### config.mk
export PLATFORM = sky130hd
export DESIGN_NAME = reconstruct_top
export DESIGN_NICKNAME = d
export VERILOG_FILES = /design/src/rtl/reconstruct_pkg.sv /design/src/rtl/reconstruct_adder_unit.sv /design/src/rtl/reconstruct_top.sv
export SDC_FILE = /design/constraint.sdc
export NUM_CORES = 1
export LEC_CHECK = 0
export BUFFER_PORTS_ARGS = -buffer_cell sky130_fd_sc_hd__buf_2
export CORE_MARGIN = 2
export CORE_UTILIZATION = 41
export CTS_CLUSTER_SIZE = 16
export DETAILED_ROUTE_END_ITERATION = 10
export HOLD_SLACK_MARGIN = 0.03
export PLACE_DENSITY = 0.68
export SYNTH_ARGS = -nofsm -noshare
export SYNTH_HDL_FRONTEND = slang
export SYNTH_SLANG_ARGS = --single-unit
### constraint.sdc
create_clock -name clk -period 2.9 [get_ports clk]
set_clock_uncertainty 0.05 [all_clocks]
set_input_delay 0.145 -clock clk [delete_from_list [all_inputs] [get_ports clk]]
set_output_delay 0.145 -clock clk [all_outputs]
set_load 0.1 [all_outputs]
### src/rtl/reconstruct_pkg.sv
// ----------------------------------------------------------------------------
// reconstruct_pkg
// Shared definitions for the subtract/reconstruct datapath pair.
//   RECON_WIDTH : default operand/result width
//   state_t     : reconstruction FSM state encoding (also exported on the
//                 top-level debug port)
// ----------------------------------------------------------------------------
package reconstruct_pkg;

    localparam int RECON_WIDTH = 8;

    typedef enum logic [2:0] {
        IDLE  = 3'd0,
        LOAD  = 3'd1,
        ADD_B = 3'd2,
        ADD_C = 3'd3,
        ADD_D = 3'd4,
        DONE  = 3'd5
    } state_t;

endpackage

### src/rtl/reconstruct_adder_unit.sv
// ----------------------------------------------------------------------------
// adder_unit
// Unsigned WIDTH-bit adder, the counterpart of the forward subtractor.
//   a, b      : operands
//   sum       : (a + b) mod 2^WIDTH
//   carry_out : carry out of the top bit
// ----------------------------------------------------------------------------
module adder_unit #(
    parameter int WIDTH = 8
) (
    input  logic [WIDTH-1:0] a,
    input  logic [WIDTH-1:0] b,
    output logic [WIDTH-1:0] sum,
    output logic             carry_out
);

    // Zero-extend both operands so the extra bit catches the carry.
    assign {carry_out, sum} = {1'b0, a} + {1'b0, b};

endmodule

### src/rtl/reconstruct_top.sv
// ----------------------------------------------------------------------------
// reconstruct_top
// Rebuilds the minuend A from the difference R and the subtrahends B, C, D
// by accumulating A = R (+ B + C) + D over several cycles.
//
// Ports
//   clk        : clock, rising-edge active
//   reset      : asynchronous reset, active low
//   start      : begin an operation (sampled only in IDLE)
//   mode       : 0 = R+B+C+D, 1 = R+D (captured with start)
//   R          : difference value, sampled in LOAD
//   B, C, D    : subtrahends, captured on the start-accepting edge
//   A_out      : accumulator / reconstructed minuend
//   carry      : sticky carry-out of the current operation
//   busy       : high in every state except IDLE
//   done       : one-cycle pulse while A_out holds the final result
//   state_dbg  : current FSM state
//
// Handshake: start is a request level observed only while busy=0 (IDLE); the
// edge that sees start=1 in IDLE accepts it and raises busy on the next
// cycle. done is a single-cycle completion pulse with no back-pressure;
// A_out/carry stay valid from done until the next LOAD.
// ----------------------------------------------------------------------------
module reconstruct_top
    import reconstruct_pkg::*;
#(
    parameter int WIDTH = RECON_WIDTH
) (
    input  logic             clk,
    input  logic             reset,
    input  logic             start,
    input  logic             mode,
    input  logic [WIDTH-1:0] R,
    input  logic [WIDTH-1:0] B,
    input  logic [WIDTH-1:0] C,
    input  logic [WIDTH-1:0] D,
    output logic [WIDTH-1:0] A_out,
    output logic             carry,
    output logic             busy,
    output logic             done,
    output state_t           state_dbg
);

    state_t           state;
    logic             mode_q;
    logic [WIDTH-1:0] b_q;
    logic [WIDTH-1:0] c_q;
    logic [WIDTH-1:0] d_q;
    logic [WIDTH-1:0] operand;
    logic [WIDTH-1:0] sum;
    logic             sum_carry;

    assign state_dbg = state;

    // Operand selection follows the add state; D doubles as the default so
    // the mux is a plain 3-to-1.
    always_comb begin
        operand = d_q;
        case (state)
            ADD_B:   operand = b_q;
            ADD_C:   operand = c_q;
            default: operand = d_q;
        endcase
    end

    adder_unit #(
        .WIDTH (WIDTH)
    ) u_adder (
        .a         (A_out),
        .b         (operand),
        .sum       (sum),
        .carry_out (sum_carry)
    );

    // busy and done are registered alongside the state so they always match
    // the state being entered.
    always_ff @(posedge clk or negedge reset) begin
        if (!reset) begin
            state  <= IDLE;
            A_out  <= '0;
            carry  <= 1'b0;
            busy   <= 1'b0;
            done   <= 1'b0;
            mode_q <= 1'b0;
            b_q    <= '0;
            c_q    <= '0;
            d_q    <= '0;
        end else begin
            case (state)
                IDLE: begin
                    if (start) begin
                        state  <= LOAD;
                        busy   <= 1'b1;
                        mode_q <= mode;
                        b_q    <= B;
                        c_q    <= C;
                        d_q    <= D;
                    end
                end
                LOAD: begin
                    A_out <= R;
                    carry <= 1'b0;
                    state <= mode_q ? ADD_D : ADD_B;
                end
                ADD_B: begin
                    A_out <= sum;
                    carry <= carry | sum_carry;
                    state <= ADD_C;
                end
                ADD_C: begin
                    A_out <= sum;
                    carry <= carry | sum_carry;
                    state <= ADD_D;
                end
                ADD_D: begin
                    A_out <= sum;
                    carry <= carry | sum_carry;
                    state <= DONE;
                    done  <= 1'b1;
                end
                DONE: begin
                    state <= IDLE;
                    busy  <= 1'b0;
                    done  <= 1'b0;
                end
                default: begin
                    state <= IDLE;
                    busy  <= 1'b0;
                    done  <= 1'b0;
                end
            endcase
        end
    end

endmodule

# Yosys cells after proc, flatten, opt, wreduce, memory -nomap -nowiden
# Index checks and enable logic that the tools add are counted.
[word_totals]
ff_bits = 39
input_bits = 36
output_inout_bits = 14
[op_classes]
addsub = 1
n_eq_ne = 5
mux = 9
bitwise = 2
reduce_logical = 7
[ops]
columns = ["operator", "n"]
rows = [
  ["$pmux 8 s2", 2],
  ["$pmux 3 s5", 1],
  ["$add 8x8->9", 1],
  ["$reduce_or 4->1", 2],
  ["$eq 3x2->1 const B", 2],
  ["$mux 3", 2],
  ["$pmux 1 s2", 3],
  ["$reduce_and 2->1", 2],
  ["$eq 3x1->1 const B", 1],
  ["$eq 3x3->1 const B", 1],
  ["$logic_not 3->1", 1],
  ["$reduce_or 3->1", 1],
  ["$ne 2x2->1 const B", 1],
  ["$reduce_bool 2->1", 1],
  ["$mux 1", 1],
  ["$not 1->1", 1],
  ["$or 1x1->1", 1],
]

# Depth between registers and ports, before layout
# Gate-level depths: netlist (run 1).
[logic_depth]
word_depth = 5
depth_mapped = 12

# Hierarchy
# A second synthesis (run 1) with hierarchy kept.
[unflattened]
hier_cells = 213
hier_area_um2 = 2332.2
[modules_own_cells]
columns = ["mod", "instances", "cells_per_inst", "area_per_inst_um2", "seq_area_each_um2"]
rows = [
  ["reconstruct_top", 1, 171, 2008.2, 975.9],
  ["adder_unit", 1, 42, 324.1, 0.0],
]

# Least setup slack after synthesis (run 1)
# No wires, ideal clock.
[synth_path]
path_kind = "reg2reg"
from = "register state[1], in the netlist state_dbg[1]"
to = "register A_out[6]"
setup_time_ns = 0.125
arrival_ns = 3.029
t_required_ns = 2.725
setup_slack_ns = -0.304
path_stages_with_launch = 13
cell_sequence = "dfrtp_1 -> buf_6 -> nand2b_1 -> clkbuf_1 -> clkbuf_1 -> nand2_1 -> o21ai_0 -> ha_1 -> fa_1 -> a21oi_1 -> o21ai_0 -> a211o_1 -> o2bb2ai_1"
[synth_between]
elab_chain_len = 4
[synth_lines]
columns = ["item", "line_no", "rtl"]
rows = [
  ["start, declared", "reconstruct_top.sv:44", "state_t state;"],
  ["start signal, assigned", "reconstruct_top.sv:103", "state <= mode_q ? ADD_D : ADD_B;"],
  ["$eq 3x2->1", "reconstruct_top.sv:59, reconstruct_top.sv:89", ""],
  ["$pmux 8 s2", "reconstruct_top.sv:59", "case (state)"],
  ["$add 8x8->9", "reconstruct_adder_unit.sv:18", "assign {carry_out, sum} = {1'b0, a} + {1'b0, b};"],
  ["$pmux 8 s2", "reconstruct_top.sv:89", "case (state)"],
  ["end signal, assigned", "reconstruct_top.sv:106", "A_out <= sum;"],
  ["end signal, assigned", "reconstruct_top.sv:111", "A_out <= sum;"],
  ["end signal, assigned", "reconstruct_top.sv:116", "A_out <= sum;"],
  ["end, declared", "reconstruct_top.sv:37", "output logic [WIDTH-1:0] A_out,"],
]
# Several ways; a longest one is shown, not always the timed one.
# A chain may end at the register's enable or synchronous reset.

# Final worst setup path (run 1)
[layout_path]
from = "register state[0], in the netlist state_dbg[0]"
to = "register A_out[6]"
# The elaborated chain is that of the path after synthesis.

==> run metrics, run 1 <==
DR iter-0 viols=86; Cell variety after synth=42; worst hold path class=input pin to flop; fillers=470; routed via count=about 1.6k; antenna violations before repair=0; Total Routed Length=around 4.4 mm; row cnt=26; startpoint types=flop; CTS sink count=39; syn_nets=roughly 230; Arr. time, crit path=about 2.6 ns; Yosys top cell area share=0.448; status=finished clean; Syn Area/Cell=~12 um^2; post-DP HPWL=between 3 and 4 mm; YS warnings=0; global route overflow=0; die height=76.9 um; worst-path fanout max=15; total CTS buffers=5; Final nets=between 200 and 300; max-cap viol count=0; critical path class=flop to flop; Initial Utilization=0.427; Worst R2R Start=state_dbg[0]; # IOs=50; WHS Path Cells=2; Clock Path Buffers=2; Clock transition at path regs=0.08 ns; most numerous cell in the Yosys netlist=dfrtp_1; final setup margin=0.378 ns; number of global-route vias before repair=approximately 1.6k; Hold EP=b_q[4]; post-CTS setup buffer count=0; layout cells sized above 1=0.375; Synth Instances=between 150 and 200; Routed Antenna Nets=0; Fmax=between 0.3 and 0.4 GHz; number of synthesized flops with an enable pin=0; Synth async-reset ratio=1.00; ys flop type=dfrtp_1; Root Buffer=clkbuf_8; Tcrit/Tclk final=0.870; Slew @ Worst Pin=0.858 ns; H-tree depth=2; fin. max-slew vios=0; hold path startpoint=B[4]; largest net degree at the start of global routing=40; Vias per Instance=~4.8; post-synth top area cell=dfrtp_1; WP data required=around 3.0 ns; Place WS=roughly 0.37 ns; drt pass-1 iters=4; routed wire length per instance=approximately 14 um; later-pin clock latency in the skew report=just under 0.3 ns; synth-to-layout area growth=28.0%; GP Congestion=~0.84; top post-synthesis cells by area=dfrtp_1 45%, mux2_4 14%, mux2i_1 5.5%; Mapped Area=roughly 0.0022 mm^2; die outline area=around 0.0059 mm^2; Antenna Cells=0; sequential-to-total area share from yosys stat=0.448; hold slack=0.0429 ns; final hold vios=0; GRT Overall Usage=0.160; R2R Setup Slk=between 0.3 and 0.4 ns; core area=about 0.0051 mm^2; DRC Markers=0; die width=between 70 and 80 um; relative slew slack=0.428; fin crit period=2.52 ns; IO buf count=just under 50; Synth top cells by count=39 x dfrtp_1, 20 x mux2_4, 15 x nand2_1, 13 x o21ai_0; RSZ-0062 raised after global routing=false; R2R cell count=8; first-pass GRT wire length=7.38 mm; Final Setup Violations=0; CP endpoint kind=flop; CTS tree=yes; Yosys reg bits=39; FF-to-FF End=A_out[6]
through the flow:
step / util / instance area (um^2) / TNS, ns / std cells
after detailed placement: 0.484 / 2470 / 0 / 294
final: 0.547 / 2790 / 0 / 323
after CTS: 0.543 / 2770 / 0 / 321
after global routing: 0.547 / 2790 / 0 / 323
after global placement: 0.484 / 2470 / 0 / 294
after floorplan: - / 2180 / -0.0228 / 180
sequential cells by signal, summed over array words and instances (netlist names):
name       cells
done           1
b_q            8
state_dbg      3
carry          1
d_q            8
mode_q         1
c_q            8
busy           1
A_out          8
area by class of cell:
type,count,area [um^2],area share
sequential,39,980,0.351
clock buffer,6,72.6,0.0260
clock inverter,2,37.5,0.0134
inverter,6,22.5,0.00807
tap,70,87.6,0.0314
timing repair buffer,74,485,0.174
multi-input combinational,126,1110,0.396
cells in the final DEF (no fill, tap or decap), types with 6 or more instances in the layout:
cell type,count
mux2i_1,12
inv_1,6
ha_1,9
dfrtp_1,36
buf_2,49
dlygate4sd3_1,21
mux2_4,20
nand2_1,15
a21oi_1,12
o21ai_0,13
per-layer routing:
layer / part of all wire / global-route usage
met1: 0.49 / 0.203
met2: 0.46 / 0.265
met3: 0.037 / 0.0388
met4: 0.010 / 0.0545
met5: 0 / 0
how the worst max path moves through the flow:
stage	startpoint	end	slack (ns)	cells after the start
6_report	state_dbg[0]	A_out[6]	0.38	8
5_1_grt	state_dbg[0]	A_out[6]	0.15	8
4_1_cts	state_dbg[0]	A_out[6]	0.36	8
3_5_place_dp	state_dbg[0]	A_out[6]	0.37	8
3_3_place_gp	state_dbg[0]	A_out[6]	0.44	8
2_1_floorplan	state_dbg[1]	A_out[6]	-0.02	12
worst max-delay path: stages, from the launching register on:
cell,delay (ns)
dfrtp_2,0.61
mux2i_1,0.22
o21ai_0,0.10
ha_1,0.23
fa_1,0.41
a21oi_1,0.23
o21ai_0,0.13
a211o_1,0.30
o2bb2ai_1,0.13
what timing repair did:
| item | 4_1_cts | 5_1_grt |
|---|---|---|
| resized for setup | 0 | 0 |
| hold buffers | 19 | 2 |
| hold endpoints to repair | 57 | 2 |
cells by family after synthesis:
family,synth area share
AO/OA/AOI/OAI,0.122
flip-flops,0.448
multiplexers,0.219
AND/OR/NAND/NOR,0.0935
buffers and inverters,0.0453
adder cells (fa/ha/maj),0.0608
XOR/XNOR,0.0121
Power of run 1 is not shown: default switching activity piles up to over one toggle a cycle in this logic, so the estimate is an artifact.
==> run 2: changes to the inputs <==
--- a/config.mk
+++ b/config.mk
@@ -15,3 +15,4 @@
 export SYNTH_ARGS = -nofsm -noshare
 export SYNTH_HDL_FRONTEND = slang
+export SYNTH_HIERARCHICAL = 1
 export SYNTH_SLANG_ARGS = --single-unit
==> constraint.sdc (replaced) <==
create_clock -name clk -period 2.9 [get_ports clk]
set_clock_uncertainty 0.05 [all_clocks]
set_input_delay 0.29 -clock clk [delete_from_list [all_inputs] [get_ports clk]]
set_output_delay 0.29 -clock clk [all_outputs]
set_load 0.1 [all_outputs]
==> run 2 against run 1 <==
Routed wire length grew 13%. Via count grew 13%. Cell area shrank 2.9%.
==> run metrics, run 2 <==
sequential-to-total area share from yosys stat=0.418 (-0.0290); largest delay contributor family on the critical path=compound AO/OA/AOI/OAI gates; # IOs=50 (unchanged); drt pass-1 iters=4 (unchanged); worst hold path class=input pin to async pin; die height=79.4 um (+3.2%); global route overflow=0 (unchanged); startpoint types=flop; synth-to-layout area growth=16.2%; CP endpoint kind=flop; routed wire length per instance=15.1 um (+10%); CP max stage cell=dfrtp_4; Multi-input gate area=0.00126 mm^2 (+14%); YS warnings=6 (+6); die outline area=0.00631 mm^2 (+6.6%); status=finished clean; number of synthesized flops with an enable pin=0 (unchanged); Yosys top cell area share=0.418 (-0.0290); Fmax=0.379 GHz (-4.5%); die width=79.4 um (+3.2%); crit path buf inv count=2 (+2); Yosys reg bits=39 (unchanged); worst path cell trace=buf_4 -> mux2i_1 -> o21ai_1 -> ha_1 -> inv_1 -> a2111oi_1 -> mux2i_1 -> nand2_1 -> and2_1 -> a211oi_1 -> a221oi_1; WP data required=3.04 ns (+0.02 ns); final hold vios=0 (unchanged); antenna violations before repair=0 (unchanged); Synth Instances=213 (+18%); GRT Overall Usage=0.173 (+0.0135); post-CTS setup buffer count=0 (unchanged); Seq. cell area=987 um^2 (+0.77%); Crit. Startpoint=state_dbg[0]; most common cell after layout, fill and taps aside=buf_2; dpl cells=324 (+10%); fillers=531 (+13%); fin cells=332 (+2.8%); Final nets=304 (+2.0%); post-DP HPWL=3.61 mm (+10%); Final Setup Violations=0 (unchanged); Synth top cells by count=39 x dfrtp_1, 20 x mux2_4, 19 x o21ai_1, 11 x nand2_1, 10 x mux2i_1; CTS sink count=39 (unchanged); Total Routed Length=5.01 mm (+13%); routed via count=1,774 (+13%); RSZ-0062 raised after global routing=false; GP Congestion=0.903 (+7.1%); core area=0.00551 mm^2 (+7.8%); critical path's largest stage delay=0.52 ns (-0.09 ns); setup_tns=0 ns (unchanged); largest net degree at the start of global routing=40 (unchanged); DRC Markers=0 (unchanged); Synth async-reset ratio=1.00 (unchanged); post-synth top area cell=dfrtp_1; fin. max-slew vios=0 (unchanged); Syn Area/Cell=10.9 um^2 (-9.6%); IO buf count=49 (unchanged); Slew @ Worst Pin=0.889 ns (+0.0306 ns); Antenna Cells=0 (unchanged); Clock transition at path regs=0.07 ns (about the same); H-tree depth=2 (unchanged); Clock Path Buffers=2 (unchanged); CTS tree=yes; DR iter-0 viols=98 (+14%); Mapped Area=0.00233 mm^2 (+6.9%); row cnt=27 (+3.8%); Vias per Instance=5.34 (+10%); Root Buffer=clkbuf_8; most numerous cell in the Yosys netlist=dfrtp_1; Initial Utilization=0.424 (-0.00346); Cell variety after synth=38 (-9.5%); first-pass GRT wire length=8.37 mm (+13%); Arr. time, crit path=2.79 ns (+0.15 ns); worst-path fanout max=16 (+1); syn_nets=258 (+14%); most frequent cell on the critical path=mux2i_1; number of global-route vias before repair=1,676 (+5.9%); most frequent cells in the layout=49 x buf_2, 36 x dfrtp_1, 20 x mux2_4, 19 x o21ai_1, 11 x nand2_1; Tcrit/Tclk final=0.911 (+0.0412); total CTS buffers=5 (unchanged); top post-synthesis cells by area=dfrtp_1 42%, mux2_4 13%, ha_1 4.3%; ys flop type=dfrtp_1; Routed Antenna Nets=0 (unchanged); Worst R2R Start=state_dbg[0]; max-cap viol count=0 (unchanged); critical path class=flop to flop; relative slew slack=0.407 (-0.0204); layout cells sized above 1=0.331 (-0.0447); fin crit period=2.64 ns (+0.120 ns); later-pin clock latency in the skew report=0.29 ns (about the same)
==> run 2: routing by layer <==
| layer | vias to the layer above | GRT usage | part of all wire |
|---|---|---|---|
| li1 | 874 | - | - |
| met5 | - | 0 | 0 |
| met2 | 42 | 0.261 | 0.48 |
| met1 | 847 | 0.241 | 0.46 |
| met3 | 11 | 0.0396 | 0.045 |
| met4 | 0 | 0.0672 | 0.019 |
==> run 2: worst paths after layout <==
check,to,slack (ns),cells after the start
max,A_out[7],0.26,11
min,d_q[6],0.07,1
max reg2reg,A_out[7],0.26,11
min reg2reg,done,0.44,1
max in group asynchronous,state_dbg[0],2.08,1
min in group clk,c_q[5],0.16,2
==> run 2: cell type report <==
type	instances	share of cell area
Clock buffer	7	0.0282
Clock inverter	1	0.00185
Inverter	5	0.00693
Multi-Input combinational cell	155	0.464
Sequential cell	39	0.364
Tap cell	72	0.0332
Timing Repair Buffer	53	0.102
==> run 2: cells by family after synthesis <==
group	after synthesis	synth area share
buffers and inverters	19	0.0461
flip-flops	39	0.418
XOR/XNOR	4	0.0150
AO/OA/AOI/OAI	60	0.166
multiplexers	36	0.201
adder cells (fa/ha/maj)	9	0.0515
AND/OR/NAND/NOR	46	0.102
==> run 2: what timing repair did <==
| action | 4_1_cts | 5_1_grt |
|---|---|---|
| setup endpoints to repair | 0 | 1 |
| resized for setup | 0 | 1 |
| hold buffers | 0 | 0 |
==> run 2: stage by stage <==
| stage | setup WS, ns | instance area, um^2 | util | hold slack [ns] |
|---|---|---|---|---|
| floorplan | 0.0328 | 2360 | - | -0.0556 |
| global placement | 0.339 | 2630 | 0.477 | 0.408 |
| detailed placement | 0.308 | 2630 | 0.477 | 0.415 |
| CTS | 0.235 | 2710 | 0.492 | 0.0924 |
| global route | 0.00219 | 2710 | 0.492 | 0.134 |
| finish | 0.259 | 2710 | 0.492 | 0.0746 |
==> run 2: worst register-to-register path, cell delays in order (launching register included) <==
cell and delay [ns]:
dfrtp_4 0.52, buf_4 0.27, mux2i_1 0.27, o21ai_1 0.10
ha_1 0.34, inv_1 0.08, a2111oi_1 0.33, mux2i_1 0.12
nand2_1 0.09, and2_1 0.12, a211oi_1 0.04, a221oi_1 0.22
Power of run 2 is left out for the same reason.
==> run 3: changes to the inputs <==
Settings changed: CORE_UTILIZATION 41 to 25, PLACE_DENSITY 0.68 to 0.48.
==> run 3 against run 2 <==
Global-route usage fell by 5.5 points. Utilization fell by 18 points. Count of clock-buffer cells in the layout fell by 2. Via count rose by 2.4%. Hold slack improved by 0.0026 ns. Routed wire length rose by 16%. Cell area rose by 4.0%. First-iteration DRC count fell by 58%. Worst setup slack got worse by 0.088 ns. Critical path type unchanged. Critical endpoint is now A_out[5]. Largest cell class unchanged.
==> run metrics, run 3 (synthesis results as in run 2) <==
GP Congestion=0.840 (-7.0%); CTS tree=yes; worst hold path class=input pin to async pin; die outline area=0.0101 mm^2 (+60%); post-DP HPWL=4.16 mm (+15%); WP data required=3.02 ns (-0.02 ns); GRT Overall Usage=0.118 (-0.0547); startpoint types=flop; DRC Markers=0 (unchanged); final hold vios=0 (unchanged); global route overflow=0 (unchanged); max-cap viol count=0 (unchanged); Clock Path Buffers=2 (unchanged); later-pin clock latency in the skew report=0.30 ns (about the same); CTS resizes=0 (unchanged); Total Routed Length=5.80 mm (+16%); die width=101 um (+27%); Final nets=308 (+1.3%); die height=101 um (+27%); post-CTS setup buffer count=0 (unchanged); Clock transition at path regs=0.08 ns (about the same); first-pass GRT wire length=9.40 mm (+12%); most frequent cells in the layout=49 x buf_2, 36 x dfrtp_1, 20 x mux2_4, 19 x o21ai_1, 11 x nand2_1; Slew @ Worst Pin=0.923 ns (+0.0342 ns); RSZ-0062 raised after global routing=false; Root Buffer=clkbuf_8; CTS Hold Bufs=0 (unchanged); row cnt=35 (+30%); routed wire length per instance=15.5 um (+2.4%); relative slew slack=0.385 (-0.0228); largest net degree at the start of global routing=40 (unchanged); Routed Antenna Nets=0 (unchanged); fin crit period=2.73 ns (+0.0879 ns); DR iter-0 viols=41 (-58%); total CTS buffers=5 (unchanged); number of global-route vias before repair=1,866 (+11%); Fmax=0.366 GHz (-3.2%); core area=0.00915 mm^2 (+66%); critical path class=flop to flop; IO buf count=49 (unchanged); most common cell after layout, fill and taps aside=buf_2; routed via count=1,816 (+2.4%); fin. max-slew vios=0 (unchanged); Tcrit/Tclk final=0.941 (+0.0303); layout cells sized above 1=0.348 (+0.0177); Final Setup Violations=0 (unchanged); CTS sink count=39 (unchanged); Vias per Instance=4.84 (-9.4%); worst-path fanout max=9 (-7); drt pass-1 iters=4 (unchanged); status=finished clean; Antenna Cells=0 (unchanged); CP endpoint kind=flop; synth-to-layout area growth=20.9%; setup_tns=0 ns (unchanged); # IOs=50 (unchanged); Initial Utilization=0.255 (-0.169); Arr. time, crit path=2.85 ns (+0.06 ns); H-tree depth=2 (unchanged); antenna violations before repair=0 (unchanged)
run 3: cell count changes in the layout (fill, tap and decap cells not counted), sizes merged:
cell	previous run	this run
buf	53	57
bufinv	0	1
clkbuf	7	5
clkinv	1	2
run 3: final cells by class:
type                            count  area (um^2)
Fill cell                         952         6330
Sequential cell                    39          987
Multi-Input combinational cell    155         1260
Inverter                            5         18.8
Clock inverter                      3         43.8
Clock buffer                        5         68.8
Timing Repair Buffer               57          305
Tap cell                          111          139
run 3: critical path: stages, from the launching register on:
cell and delay [ns]:
dfrtp_4 0.55, buf_4 0.18, mux2i_1 0.18, o21ai_1 0.11, ha_1 0.36, nand3_1 0.13
a21oi_1 0.20, nor4_1 0.07, a311o_1 0.36, and2_1 0.17, a211oi_1 0.16, a221oi_1 0.08
run 3: metrics by stage:
step | worst slack, ns | hold WS [ns] | util | std cells | cell area, um^2
after floorplan | 0.0328 | -0.0556 | - | 213 | 2360
after global placement | 0.237 | 0.418 | 0.292 | 363 | 2680
after detailed placement | 0.205 | 0.426 | 0.292 | 363 | 2680
after CTS | 0.176 | 0.109 | 0.305 | 371 | 2790
after global routing | 0.0486 | 0.152 | 0.308 | 375 | 2820
final | 0.171 | 0.0772 | 0.308 | 375 | 2820
run 3: final timing paths:
check | cells past startpoint | from | to | slack [ns]
worst max register to register | 11 | state_dbg[0] | A_out[5] | 0.17
worst min-delay path | 1 | reset | state_dbg[0] | 0.08
min in group clk | 2 | C[5] | c_q[5] | 0.15
max in group asynchronous | 1 | reset | state_dbg[2] | 2.05
worst min register to register | 1 | c_q[6] | c_q[6] | 0.44
worst max-delay path | 11 | state_dbg[0] | A_out[5] | 0.17
run 3: per-layer routing:
layer	track usage	wire, um	vias to the layer above
met5	0	0	-
met4	0.0348	61	0
met3	0.0291	246	5
met2	0.202	2910	37
met1	0.148	2580	892
li1	-	-	882
Power of run 3 is left out for the same reason.
